<file path="config.mk">
export PLATFORM = sky130hd
export DESIGN_NAME = hack_run_controller
export DESIGN_NICKNAME = d
export VERILOG_FILES = /design/src/rtl/hack_run_pkg.sv /design/src/rtl/hack_sat_counter.sv /design/src/rtl/hack_run_controller.sv
export SDC_FILE = /design/constraint.sdc
export NUM_CORES = 1
export LEC_CHECK = 0
export CAP_MARGIN = 20
export CORE_MARGIN = 8
export CORE_UTILIZATION = 38
export CTS_BUF_LIST = sky130_fd_sc_hd__clkbuf_8 sky130_fd_sc_hd__clkbuf_16
export CTS_CLUSTER_DIAMETER = 100
export DETAILED_ROUTE_END_ITERATION = 10
export GPL_TIMING_DRIVEN = 0
export PLACE_DENSITY = 0.66
export SYNTH_ARGS = -nofsm -noshare
export SYNTH_HDL_FRONTEND = slang
export SYNTH_SLANG_ARGS = --single-unit
export TNS_END_PERCENT = 5
</file>
<file path="constraint.sdc">
create_clock -name CLK -period 2.8 [get_ports CLK]
set_input_delay 0.56 -clock CLK [delete_from_list [all_inputs] [get_ports CLK]]
set_output_delay 0.56 -clock CLK [all_outputs]
set_load 0.005 [all_outputs]
</file>
<file path="src/rtl/hack_run_pkg.sv">
// Shared encodings for the Hack run controller: FSM states, start modes and halt causes.
package hack_run_pkg;

    typedef enum logic [2:0] {
        S_RST_HOLD = 3'd0,
        S_IDLE     = 3'd1,
        S_RUN      = 3'd2,
        S_STEP     = 3'd3,
        S_HALT     = 3'd4
    } state_t;

    localparam logic [1:0] MODE_FREE  = 2'b00;
    localparam logic [1:0] MODE_COUNT = 2'b01;
    localparam logic [1:0] MODE_STEP  = 2'b10;

    localparam logic [1:0] CAUSE_NONE  = 2'b00;
    localparam logic [1:0] CAUSE_COUNT = 2'b01;
    localparam logic [1:0] CAUSE_STOP  = 2'b10;
    localparam logic [1:0] CAUSE_BP    = 2'b11;

endpackage

</file>
<file path="src/rtl/hack_sat_counter.sv">
// Up counter with enable and asynchronous clear that sticks at all-ones instead of wrapping.
module hack_sat_counter #(
    parameter int CNT_W = 16
) (
    input  logic             i_clk,
    input  logic             i_clr,
    input  logic             i_en,
    output logic [CNT_W-1:0] o_count
);

    logic [CNT_W-1:0] r_count;

    always_ff @(posedge i_clk or posedge i_clr) begin
        if (i_clr) begin
            r_count <= '0;
        end else if (i_en && (r_count != '1)) begin
            r_count <= r_count + CNT_W'(1);
        end
    end

    assign o_count = r_count;

endmodule

</file>
<file path="src/rtl/hack_run_controller.sv">
// Clock-enable and reset sequencer for the Hack Computer: reset hold, free/counted/step
// execution, PC breakpoint and a saturating executed-cycle counter.
module hack_run_controller
    import hack_run_pkg::*;
#(
    parameter int CNT_W        = 16,
    parameter int PC_W         = 15,
    parameter int RESET_CYCLES = 4
) (
    input  logic             CLK,
    input  logic             reset,
    input  logic             start,
    input  logic             step,
    input  logic             stop,
    input  logic [1:0]       mode,
    input  logic [CNT_W-1:0] run_len,
    input  logic             bp_en,
    input  logic [PC_W-1:0]  bp_addr,
    input  logic [PC_W-1:0]  pc,
    output logic             cpu_reset,
    output logic             cpu_ce,
    output logic             busy,
    output logic             done,
    output logic [CNT_W-1:0] cycle_count,
    output logic [1:0]       halt_cause
);

    localparam int HOLD_W = $clog2(RESET_CYCLES + 1);

    state_t            r_state, w_state_n;
    logic [HOLD_W-1:0] r_hold, w_hold_n;
    logic              r_ce_q, w_ce_n;
    logic              r_bp_mask, w_mask_n;
    logic              r_counted, w_counted_n;
    logic [CNT_W-1:0]  r_rem, w_rem_n;
    logic [1:0]        r_cause, w_cause_n;
    logic [1:0]        w_mode_eff;
    logic              w_busy, w_bp_hit, w_ce, w_last;

    // Breakpoint only matters on a cycle that would otherwise execute; the mask lets the
    // instruction sitting at bp_addr run once after a start or step.
    assign w_busy   = (r_state == S_RUN) || (r_state == S_STEP);
    assign w_bp_hit = bp_en && (pc == bp_addr) && !r_bp_mask && r_ce_q && w_busy;
    assign w_ce     = r_ce_q && !w_bp_hit;
    assign w_last   = w_ce && r_counted && (r_rem == CNT_W'(1));

    assign w_mode_eff = ((mode == MODE_COUNT) || (mode == MODE_STEP)) ? mode : MODE_FREE;

    always_ff @(posedge CLK or posedge reset) begin
        if (reset) begin
            r_state   <= S_RST_HOLD;
            r_hold    <= HOLD_W'(RESET_CYCLES);
            r_ce_q    <= 1'b1;
            r_bp_mask <= 1'b0;
            r_counted <= 1'b0;
            r_rem     <= '0;
            r_cause   <= CAUSE_NONE;
        end else begin
            r_state   <= w_state_n;
            r_hold    <= w_hold_n;
            r_ce_q    <= w_ce_n;
            r_bp_mask <= w_mask_n;
            r_counted <= w_counted_n;
            r_rem     <= w_rem_n;
            r_cause   <= w_cause_n;
        end
    end

    always_comb begin
        w_state_n   = r_state;
        w_hold_n    = r_hold;
        w_ce_n      = r_ce_q;
        w_mask_n    = r_bp_mask;
        w_counted_n = r_counted;
        w_rem_n     = r_rem;
        w_cause_n   = r_cause;

        case (r_state)
            S_RST_HOLD: begin
                if (r_hold <= HOLD_W'(1)) begin
                    w_state_n = S_IDLE;
                    w_hold_n  = '0;
                    w_ce_n    = 1'b0;
                end else begin
                    w_hold_n = r_hold - HOLD_W'(1);
                end
            end

            S_IDLE, S_HALT: begin
                if (stop) begin
                    w_state_n = S_HALT;
                    w_cause_n = CAUSE_STOP;
                    w_ce_n    = 1'b0;
                end else if (start) begin
                    w_mask_n  = 1'b1;
                    w_cause_n = CAUSE_NONE;
                    case (w_mode_eff)
                        MODE_COUNT: begin
                            w_counted_n = 1'b1;
                            w_rem_n     = run_len;
                            if (run_len == '0) begin
                                w_state_n = S_HALT;
                                w_cause_n = CAUSE_COUNT;
                                w_ce_n    = 1'b0;
                            end else begin
                                w_state_n = S_RUN;
                                w_ce_n    = 1'b1;
                            end
                        end
                        MODE_STEP: begin
                            w_state_n   = S_STEP;
                            w_counted_n = 1'b0;
                            w_ce_n      = 1'b0;
                        end
                        MODE_FREE: begin
                            w_state_n   = S_RUN;
                            w_counted_n = 1'b0;
                            w_ce_n      = 1'b1;
                        end
                        default: begin
                            w_state_n = r_state;
                        end
                    endcase
                end
            end

            S_RUN: begin
                if (r_ce_q) w_mask_n = 1'b0;
                if (w_ce && r_counted) w_rem_n = r_rem - CNT_W'(1);
                if (stop) begin
                    w_state_n = S_HALT;
                    w_cause_n = CAUSE_STOP;
                    w_ce_n    = 1'b0;
                end else if (w_bp_hit) begin
                    w_state_n = S_HALT;
                    w_cause_n = CAUSE_BP;
                    w_ce_n    = 1'b0;
                end else if (w_last) begin
                    w_state_n = S_HALT;
                    w_cause_n = CAUSE_COUNT;
                    w_ce_n    = 1'b0;
                end
            end

            S_STEP: begin
                // A granted cycle lasts exactly one clock; steps arriving during it are dropped.
                if (r_ce_q) begin
                    w_ce_n   = 1'b0;
                    w_mask_n = 1'b0;
                end
                if (stop) begin
                    w_state_n = S_HALT;
                    w_cause_n = CAUSE_STOP;
                    w_ce_n    = 1'b0;
                end else if (w_bp_hit) begin
                    w_state_n = S_HALT;
                    w_cause_n = CAUSE_BP;
                    w_ce_n    = 1'b0;
                end else if (step && !r_ce_q) begin
                    w_ce_n   = 1'b1;
                    w_mask_n = 1'b1;
                end
            end

            default: begin
                w_state_n = S_IDLE;
                w_ce_n    = 1'b0;
            end
        endcase
    end

    hack_sat_counter #(
        .CNT_W(CNT_W)
    ) u_cycle_cnt (
        .i_clk  (CLK),
        .i_clr  (reset),
        .i_en   (w_ce && w_busy),
        .o_count(cycle_count)
    );

    assign cpu_reset  = (r_state == S_RST_HOLD);
    assign cpu_ce     = w_ce;
    assign busy       = w_busy;
    assign done       = (r_state == S_HALT);
    assign halt_cause = r_cause;

endmodule

</file>
Word-level counts from Yosys, hierarchy flattened
Index checks and enable logic that the tools add are counted.
Storage, ports and cells
  input bits: 54
  flip-flop bits (word level): 43
Cells by class
  equality and inequality tests: 20
  bitwise gates (word level): 1
  reductions and logical operators: 29
  $add $sub $neg: 3
  $lt $le $gt $ge: 1
  muxes and demuxes: 48
Operators with widths (count)
  two-way mux 16 bit: 4
  case mux 16 bit (2 select lines): 1
  two-way mux 3 bit: 10
  two-way mux 1 bit: 18
  adder 16 x 1 -> 16 bit (second input constant): 1
  equality test 16 x 1 -> 1 bit (second input constant): 1
  logical NOT 16 bit: 1
  two-way mux 2 bit: 8
  inequality test 16 bit (second input constant): 1
  subtractor 16 x 1 -> 16 bit (second input constant): 1
  equality test 15 bit: 1
  case mux 3 bit (4 select lines): 1
  AND reduction 4 bit: 3
  logical AND 1 bit: 10
  AND reduction 5 bit: 2
  case mux 3 bit (3 select lines): 1
  equality test 3 x 2 -> 1 bit (second input constant): 2
  inequality test 2 bit (second input constant): 3
  inequality test 3 bit (second input constant): 2
  case mux 1 bit (3 select lines): 2
  case mux 2 bit (3 select lines): 1
  inequality test 5 bit (second input constant): 1
  equality test 2 x 1 -> 1 bit (second input constant): 2
  equality test 2 bit (second input constant): 2
  17 further kinds: 23

Depth between registers and ports, before layout
Gate-level depths: netlist of the first run.
  depth in word-level cells: 13
  mapped depth: 9
  mapped depth without buffers: 9

Hierarchy
From an unflattened synthesis of the first run, not the netlist that was laid out.
Second synthesis, totals
  cells, all modules: 346
  area total of the unflattened synthesis: 3042.9 um^2
Modules (own cells, without submodules)
  hack_run_controller: times used 1, sequential area each 678.2 um^2, area an instance 2237.1 um^2, cells each 275
  hack_sat_counter: times used 1, sequential area each 400.4 um^2, area an instance 805.8 um^2, cells each 71

Least setup slack after synthesis of the first run
OpenSTA, ideal clock, no wires.
  path type: input port to flip-flop
  from: input port bp_addr[7]
  to: register r_ce_q
  stages: 7
  arrival: 2150 ps
  required time: 2718 ps
  path slack: 568 ps
  library setup time: 82 ps
  cells stage by stage: xor2_1 nor4_1 nand4b_1 nor4_4 nor2_2 a21oi_1 mux2_2
Between the ends
  longest elaborated chain between the ends: 11
  elaborated cells between the ends (all ways): 16
  classes of those cells: 2 x eq/ne; 5 x mux; 9 x reduce/logical
RTL lines
  from (decl): line hack_run_controller.sv:18  | input logic [PC_W-1:0] bp_addr,
  equality test 15 bit *: line hack_run_controller.sv:43  | assign w_bp_hit = bp_en && (pc == bp_addr) && !r_bp_mask && r_ce_q && w_busy;
  logical AND 1 bit * (4 in a row): line hack_run_controller.sv:43
  logical NOT 1 bit: line hack_run_controller.sv:44  | assign w_ce = r_ce_q && !w_bp_hit;
  logical AND 1 bit: line hack_run_controller.sv:44
  logical AND 1 bit (2 in a row): line hack_run_controller.sv:45  | assign w_last = w_ce && r_counted && (r_rem == CNT_W'(1));
  inequality test 4 bit (no line)
  AND reduction 4 bit (no line)
  to (signal assigned): line hack_run_controller.sv:61  | r_ce_q <= w_ce_n;
  to (decl): line hack_run_controller.sv:32  | logic r_ce_q, w_ce_n;
Every way passes the cells marked *; elsewhere a longest branch is shown, timed or not.
A chain may end at the register's enable or synchronous reset.

Worst setup path in the final report of the first run
  from: input port bp_addr[6]
  to: output port cpu_ce
Between the ends
  longest elaborated chain between the ends: 7
RTL lines
  equality test 15 bit: line hack_run_controller.sv:43
  logical AND 1 bit (4 in a row): line hack_run_controller.sv:43
  logical NOT 1 bit: line hack_run_controller.sv:44
  logical AND 1 bit: line hack_run_controller.sv:44
  to (decl): line hack_run_controller.sv:21  | output logic cpu_ce,
No other way between the ends.

==> impl_results.md, run 1 <==
* Outcome: completed
* Syn-to-layout area delta at 36.5%
* Period utilization at 0.954
* Antenna violations before repair at 0
* Maximum VDD drop at 0.399 mV
* Vias in the first global route at 2542
* Leak at 1.47 nW
* Buffers on Ports at 74
* First-pass GRT wire length at approximately 13000 um
* Final setup fails at 0
* Crit path buf inv count at 2
* Gpl congestion at 0.896
* Worst-Margin Slew at 0.950 ns
* Slowest stage delay, CP at 0.42 ns
* N_diodes at 0
* Post-DP HPWL at 5950 um
* CTS max path bufs at 2
* Critical Path End Type: output pin
* Hold Path Class: flop to flop
* DIE WIDTH at 101 um
* Critical hold path startpoint: r_counted$_DFFE_PP0P_
* YS warnings at 0
* Post-Syn Area per Cell at 8.73 sq um
* Setup Crit Path Kind: primary input to output pin
* Setup TNS at 0 ns
* Synthesized area at ~2700 sq um
* TritonRoute pass-1 iters at 4
* Power Density at 644 nW/um^2
* Startpoint types: primary input
* Pin count of the biggest net entering global routing at 25
* CTS clk-pin slew, worst paths at 0.09 ns
* CP Cell Sequence: clkdlybuf4s50_1, xor2_1, nor4_2, nand4b_1, nor4_4, nor2b_1, clkdlybuf4s15_1
* Commonest non-fill, non-tap cells in the layout: clkdlybuf4s50_1, dfrtp_1, nor2_1, xnor2_1, o21ai_0
* Slew margin rel. at 0.362
* Synthesized Nets at about 370
* Critical Path Fanout Max at 2
* Core ar. at 7100 sq um
* CTS root buf: clkbuf_8
* Max frequency at roughly 370 MHz
* Clock Latency Late Sink at 0.31 ns
* Avg WL per Cell at 15.4 um
* Total power at 0.00240 W
* Worst path required time at roughly 2.2 ns
* Fraction of layout cells with a size suffix above 1 at 0.0758
* GRT overflow at 0
* Slew Limit Fails at 0
* Residual DRC at 0
* RSZ-0062 raised after global routing: no
* Reg2reg start: u_cycle_cnt.o_count[0]$_DFFE_PP0P_
* H-Tree Level Count at 2
* Final WL at 7630 um
* Nets@finish at 456
* Final hold violations at 0
* Die height at 101 um
* Site row count at 31
* Top_reg_cell synth: dfrtp_1
* Sequential element share of the synthesized area at 0.396
* I/O pin cnt at 76
* Crit path from: bp_addr[6]
* Number of synthesized register bits at 43
* Reg2Reg Depth at 7
* Slowest library cell on the worst path: clkdlybuf4s50_1
* Cell variety after synth at 54
* Instance count on the critical path at 7
* CTS buffer count at 5
* Worst Hold Path Cells at 1
* CTS tree: built
* Max Cap Viol at 0
* Vias at 2607
* Final antenna-violating net count at 0
* CP top delay family: simple AND/OR/NAND/NOR gates
* Die Footprint at between 10000 and 15000 sq um
* Min cycle time layout at 2.67 ns
* Number of flops mapped to enable cells by yosys at 0
* Clock sinks at 43
* Initial detailed-routing violation count at 89
* Initial Util at 0.384
* Async set or reset register ratio after synthesis at 1.00
* WP data arrival at 2.11 ns
* Hold_buf cts at 0
* Post-synthesis cell count at 312
* Filler cells at 686
* Commonest non-fill, non-tap cell in the layout: clkdlybuf4s50_1
* Gr usage total at 0.156
* Clock Skew at around 0.0064 ns
* Via density per instance at 5.27
## repair_timing
action                                  CTS  global route
buffers inserted                          1             0
pin swaps                                 3             1
resized for setup                         2             2
endpoints found under the setup margin    1             2
## where the power goes
part	total [W]	switching (W)	leakage [nW]	internal (W)
Clock	0.000417	0.000238	0.0408	0.000178
Sequential	0.000996	0.000191	0.542	0.000805
Combinational	0.000985	0.000508	0.889	0.000477
Total	0.00240	0.000937	1.47	0.00146
## path summary, 6_finish.rpt
kind                       slack (ns)                            endpoint
max                              0.13                              cpu_ce
min                              0.49               r_counted$_DFFE_PP0P_
max reg2reg                      0.44  u_cycle_cnt.o_count[9]$_DFFE_PP0P_
min reg2reg                      0.49               r_counted$_DFFE_PP0P_
max in group asynchronous        1.67                  r_ce_q$_DFFE_PP1P_
min in group asynchronous        0.56  u_cycle_cnt.o_count[3]$_DFFE_PP0P_
## state kept, by name, indices dropped and copies added (netlist names)
register	count
r_state	3
halt_cause	2
r_hold	3
r_rem	16
u_cycle_cnt.o_count	16
r_ce_q	1
r_counted	1
r_bp_mask	1
## layer usage
metal | wire length [um] | vias up | global-route usage
met4 | 70 | 0 | 0.0419
met3 | 377 | 8 | 0.0318
met1 | 3310 | 1242 | 0.194
met2 | 3870 | 59 | 0.266
met5 | 0 | - | 0
li1 | - | 1298 | -
## cell families (layout without fill, tap and decap cells)
group                    after synthesis  in the layout  share of synthesized area
buffers and inverters                 24            108                     0.0372
flip-flops                            43             43                      0.396
AND/OR/NAND/NOR                      127            127                      0.250
AO/OA/AOI/OAI                         78             78                      0.177
adder cells (fa/ha/maj)                7              7                     0.0321
XOR/XNOR                              31             31                     0.0996
multiplexers                           2              2                    0.00826
## per-stage QoR
| step | worst slack (ns) | hold WS, ns | instances | util | instance area (sq um) |
|---|---|---|---|---|---|
| after global routing | 0.0663 | 0.514 | 495 | 0.524 | 3720 |
| after CTS | 0.0000366 | 0.492 | 495 | 0.523 | 3710 |
| after detailed placement | -0.582 | 0.472 | 486 | 0.509 | 3610 |
| final | 0.128 | 0.490 | 495 | 0.524 | 3720 |
| after floorplan | 0.568 | 0.449 | 312 | - | 2730 |
| after global placement | -0.595 | 0.462 | 485 | 0.506 | 3590 |
## Yosys cell counts, types with 3 or more instances
master | count | area share
xnor2_1 | 25 | 0.080
and2_1 | 3 | 0.0069
xor2_1 | 6 | 0.019
and3_1 | 7 | 0.016
o22ai_1 | 3 | 0.0069
or3_1 | 5 | 0.011
nand3_1 | 10 | 0.018
buf_2 | 3 | 0.0055
inv_1 | 12 | 0.017
a31oi_1 | 3 | 0.0069
nor3_1 | 17 | 0.031
nor4_1 | 7 | 0.016
clkbuf_1 | 7 | 0.0096
nand4b_1 | 3 | 0.0096
a21o_1 | 4 | 0.011
a22oi_1 | 3 | 0.0083
nor2_1 | 31 | 0.043
a21oi_1 | 21 | 0.039
nand2_1 | 20 | 0.028
dfrtp_1 | 41 | 0.38
nand4_1 | 7 | 0.016
ha_1 | 7 | 0.032
o21ai_0 | 25 | 0.046
## area by class of cell
class                   instances  area [sq um]  area share
plain buffers                  12          56.3      0.0151
clock buffers                   5          68.8      0.0185
clock inverters                 3          23.8     0.00639
inverters                      12          45.0      0.0121
multi-input cells             245          1560       0.418
flip-flops and latches         43          1080       0.290
well taps                      99           124      0.0333
repair buffers                 76           768       0.206
No activity file was read; power rests on OpenSTA's default activity.
==> inputs of run 2 (changes only) <==
- REMOVE_ABC_BUFFERS: unset -> 1
==> impl_results.md, run 2 (same netlist as run 1, synthesis figures left out) <==
* Outcome: completed
* Site row count at 31 (unchanged)
* Avg WL per Cell at 15.1 um (-1.7%)
* Final antenna-violating net count at 0 (unchanged)
* Max Cap Viol at 0 (unchanged)
* Worst path required time at 2.24 ns (about the same)
* Final hold violations at 0 (unchanged)
* Slew margin rel. at 0.391 (+0.0293)
* CTS root buf: clkbuf_8
* CTS max path bufs at 2 (unchanged)
* Commonest non-fill, non-tap cell in the layout: clkdlybuf4s50_1
* Syn-to-layout area delta at 35.4%
* Maximum VDD drop at 0.335 mV (-16%)
* Final setup fails at 0 (unchanged)
* CTS buffer count at 5 (unchanged)
* Post-DP HPWL at 5600 um (-5.9%)
* Residual DRC at 0 (unchanged)
* Startpoint types: primary input
* Core ar. at 7100 sq um (unchanged)
* Setup Crit Path Kind: primary input to output pin
* First-pass GRT wire length at 12200 um (-3.6%)
* Die height at 101 um (unchanged)
* Worst Hold Path Cells at 1 (unchanged)
* Clock sinks at 43 (unchanged)
* GRT overflow at 0 (unchanged)
* Final instance area at 3690 sq um (-0.84%)
* Period utilization at 0.961 (+0.00683)
* Final WL at 7340 um (-3.7%)
* Max frequency at 372 MHz (-0.71%)
* Final Util at 0.520 (-0.00441)
* Leak at 1.46 nW (-0.89%)
* Buffers on Ports at 75 (+1.4%)
* Via density per instance at 5.28 (+0.34%)
* Vias in the first global route at 2481 (-2.4%)
* CTS clk-pin slew, worst paths at 0.08 ns (about the same)
* Placed Cells at 475 (-2.3%)
* Slew Limit Fails at 0 (unchanged)
* Hold Path Class: flop to flop
* Clock Latency Late Sink at 0.29 ns (-0.02 ns)
* TritonRoute pass-1 iters at 4 (unchanged)
* Power Density at 634 nW/um^2 (-1.6%)
* Initial detailed-routing violation count at 111 (+25%)
* Reg2Reg Depth at 8 (+1)
* I/O pin cnt at 76 (unchanged)
* CTS tree: built
* Gr usage total at 0.148 (-0.00865)
* Antenna violations before repair at 0 (unchanged)
* Worst-Margin Slew at 0.907 ns (-0.0437 ns)
* Hold_buf cts at 0 (unchanged)
* H-Tree Level Count at 2 (unchanged)
* RSZ-0062 raised after global routing: no
* Commonest non-fill, non-tap cells in the layout: clkdlybuf4s50_1, dfrtp_1, nor2_1, xnor2_1, o21ai_0
* Pin count of the biggest net entering global routing at 34 (+36%)
* Critical Path End Type: output pin
* Vias at 2563 (-1.7%)
* Nets@finish at 446 (-2.2%)
* Fraction of layout cells with a size suffix above 1 at 0.0648 (-0.0110)
* Initial Util at 0.384 (unchanged)
* N_diodes at 0 (unchanged)
* Non-filler cells in the finished layout at 485 (-2.0%)
* WP data arrival at 2.13 ns (+0.02 ns)
* Min cycle time layout at 2.69 ns (+0.0191 ns)
* Post-DP Area at 3560 sq um (-1.3%)
* Clock Skew at 0.00225 ns (-0.00413 ns)
* Gpl congestion at 0.836 (-6.6%)
* Filler cells at 668 (-2.6%)
* Critical Path Fanout Max at 2 (unchanged)
* Die Footprint at 10100 sq um (unchanged)
* Fin Hold WS at 0.500 ns (+0.0109 ns)
* DIE WIDTH at 101 um (unchanged)
-- run 2: power by group --
part / switching [W] / internal [W]
sequential: 0.000231 / 0.000805
combinational: 0.000439 / 0.000464
clock: 0.000226 / 0.000174
-- run 2: stage by stage --
| step | setup TNS [ns] | setup slack, ns | power (W) |
|---|---|---|---|
| after floorplan | 0 | 0.489 | 0.00155 |
| after global placement | -7.08 | -0.600 | 0.00191 |
| after detailed placement | -7.25 | -0.593 | 0.00194 |
| after CTS | 0 | 0.0393 | 0.00235 |
| after global routing | 0 | 0.0269 | 0.00253 |
| final | 0 | 0.109 | 0.00234 |
-- run 2: repair_timing --
| action | in CTS | in global routing |
|---|---|---|
| pin swaps | 3 | 4 |
| endpoints found under the hold margin | 0 | 0 |
| gates resized for setup | 3 | 1 |
| setup buffers | 1 | 0 |
| endpoints found under the setup margin | 8 | 6 |
-- run 2: per-layer routing --
layer | routed length (um) | part of all wire | vias up | global-route usage
li1 | - | - | 1280 | -
met1 | 3520 | 0.48 | 1207 | 0.201
met2 | 3310 | 0.45 | 69 | 0.223
met3 | 404 | 0.055 | 7 | 0.0338
met4 | 106 | 0.014 | 0 | 0.0512
met5 | 0 | 0 | - | 0
-- run 2: final timing paths --
kind,from,to,slack (ns)
min in group asynchronous,reset,r_rem[2]$_DFFE_PP0P_,0.51
worst max register to register,r_state[1]$_DFFE_PP0P_,r_rem[10]$_DFFE_PP0P_,0.33
worst max-delay path,bp_addr[7],cpu_ce,0.11
worst min register to register,u_cycle_cnt.o_count[9]$_DFFE_PP0P_,u_cycle_cnt.o_count[9]$_DFFE_PP0P_,0.50
max in group asynchronous,reset,r_ce_q$_DFFE_PP1P_,1.77
worst min-delay path,u_cycle_cnt.o_count[9]$_DFFE_PP0P_,u_cycle_cnt.o_count[9]$_DFFE_PP0P_,0.50
-- run 2: layout make-up --
type,instances,area [sq um],area share
sequential,43,1080,0.292
tap,99,124,0.0336
timing repair buffer,78,793,0.215
clock buffer,5,68.8,0.0187
clock inverter,3,20.0,0.00543
inverter,12,45.0,0.0122
multi-input combinational,245,1560,0.423
-- run 2: critical path, cell delays in order --
cell	delay, ns
clkdlybuf4s50_1	0.41
xor2_1	0.18
nor4_2	0.33
nand4b_1	0.19
nor4_4	0.18
nor2b_1	0.07
clkdlybuf4s15_1	0.22
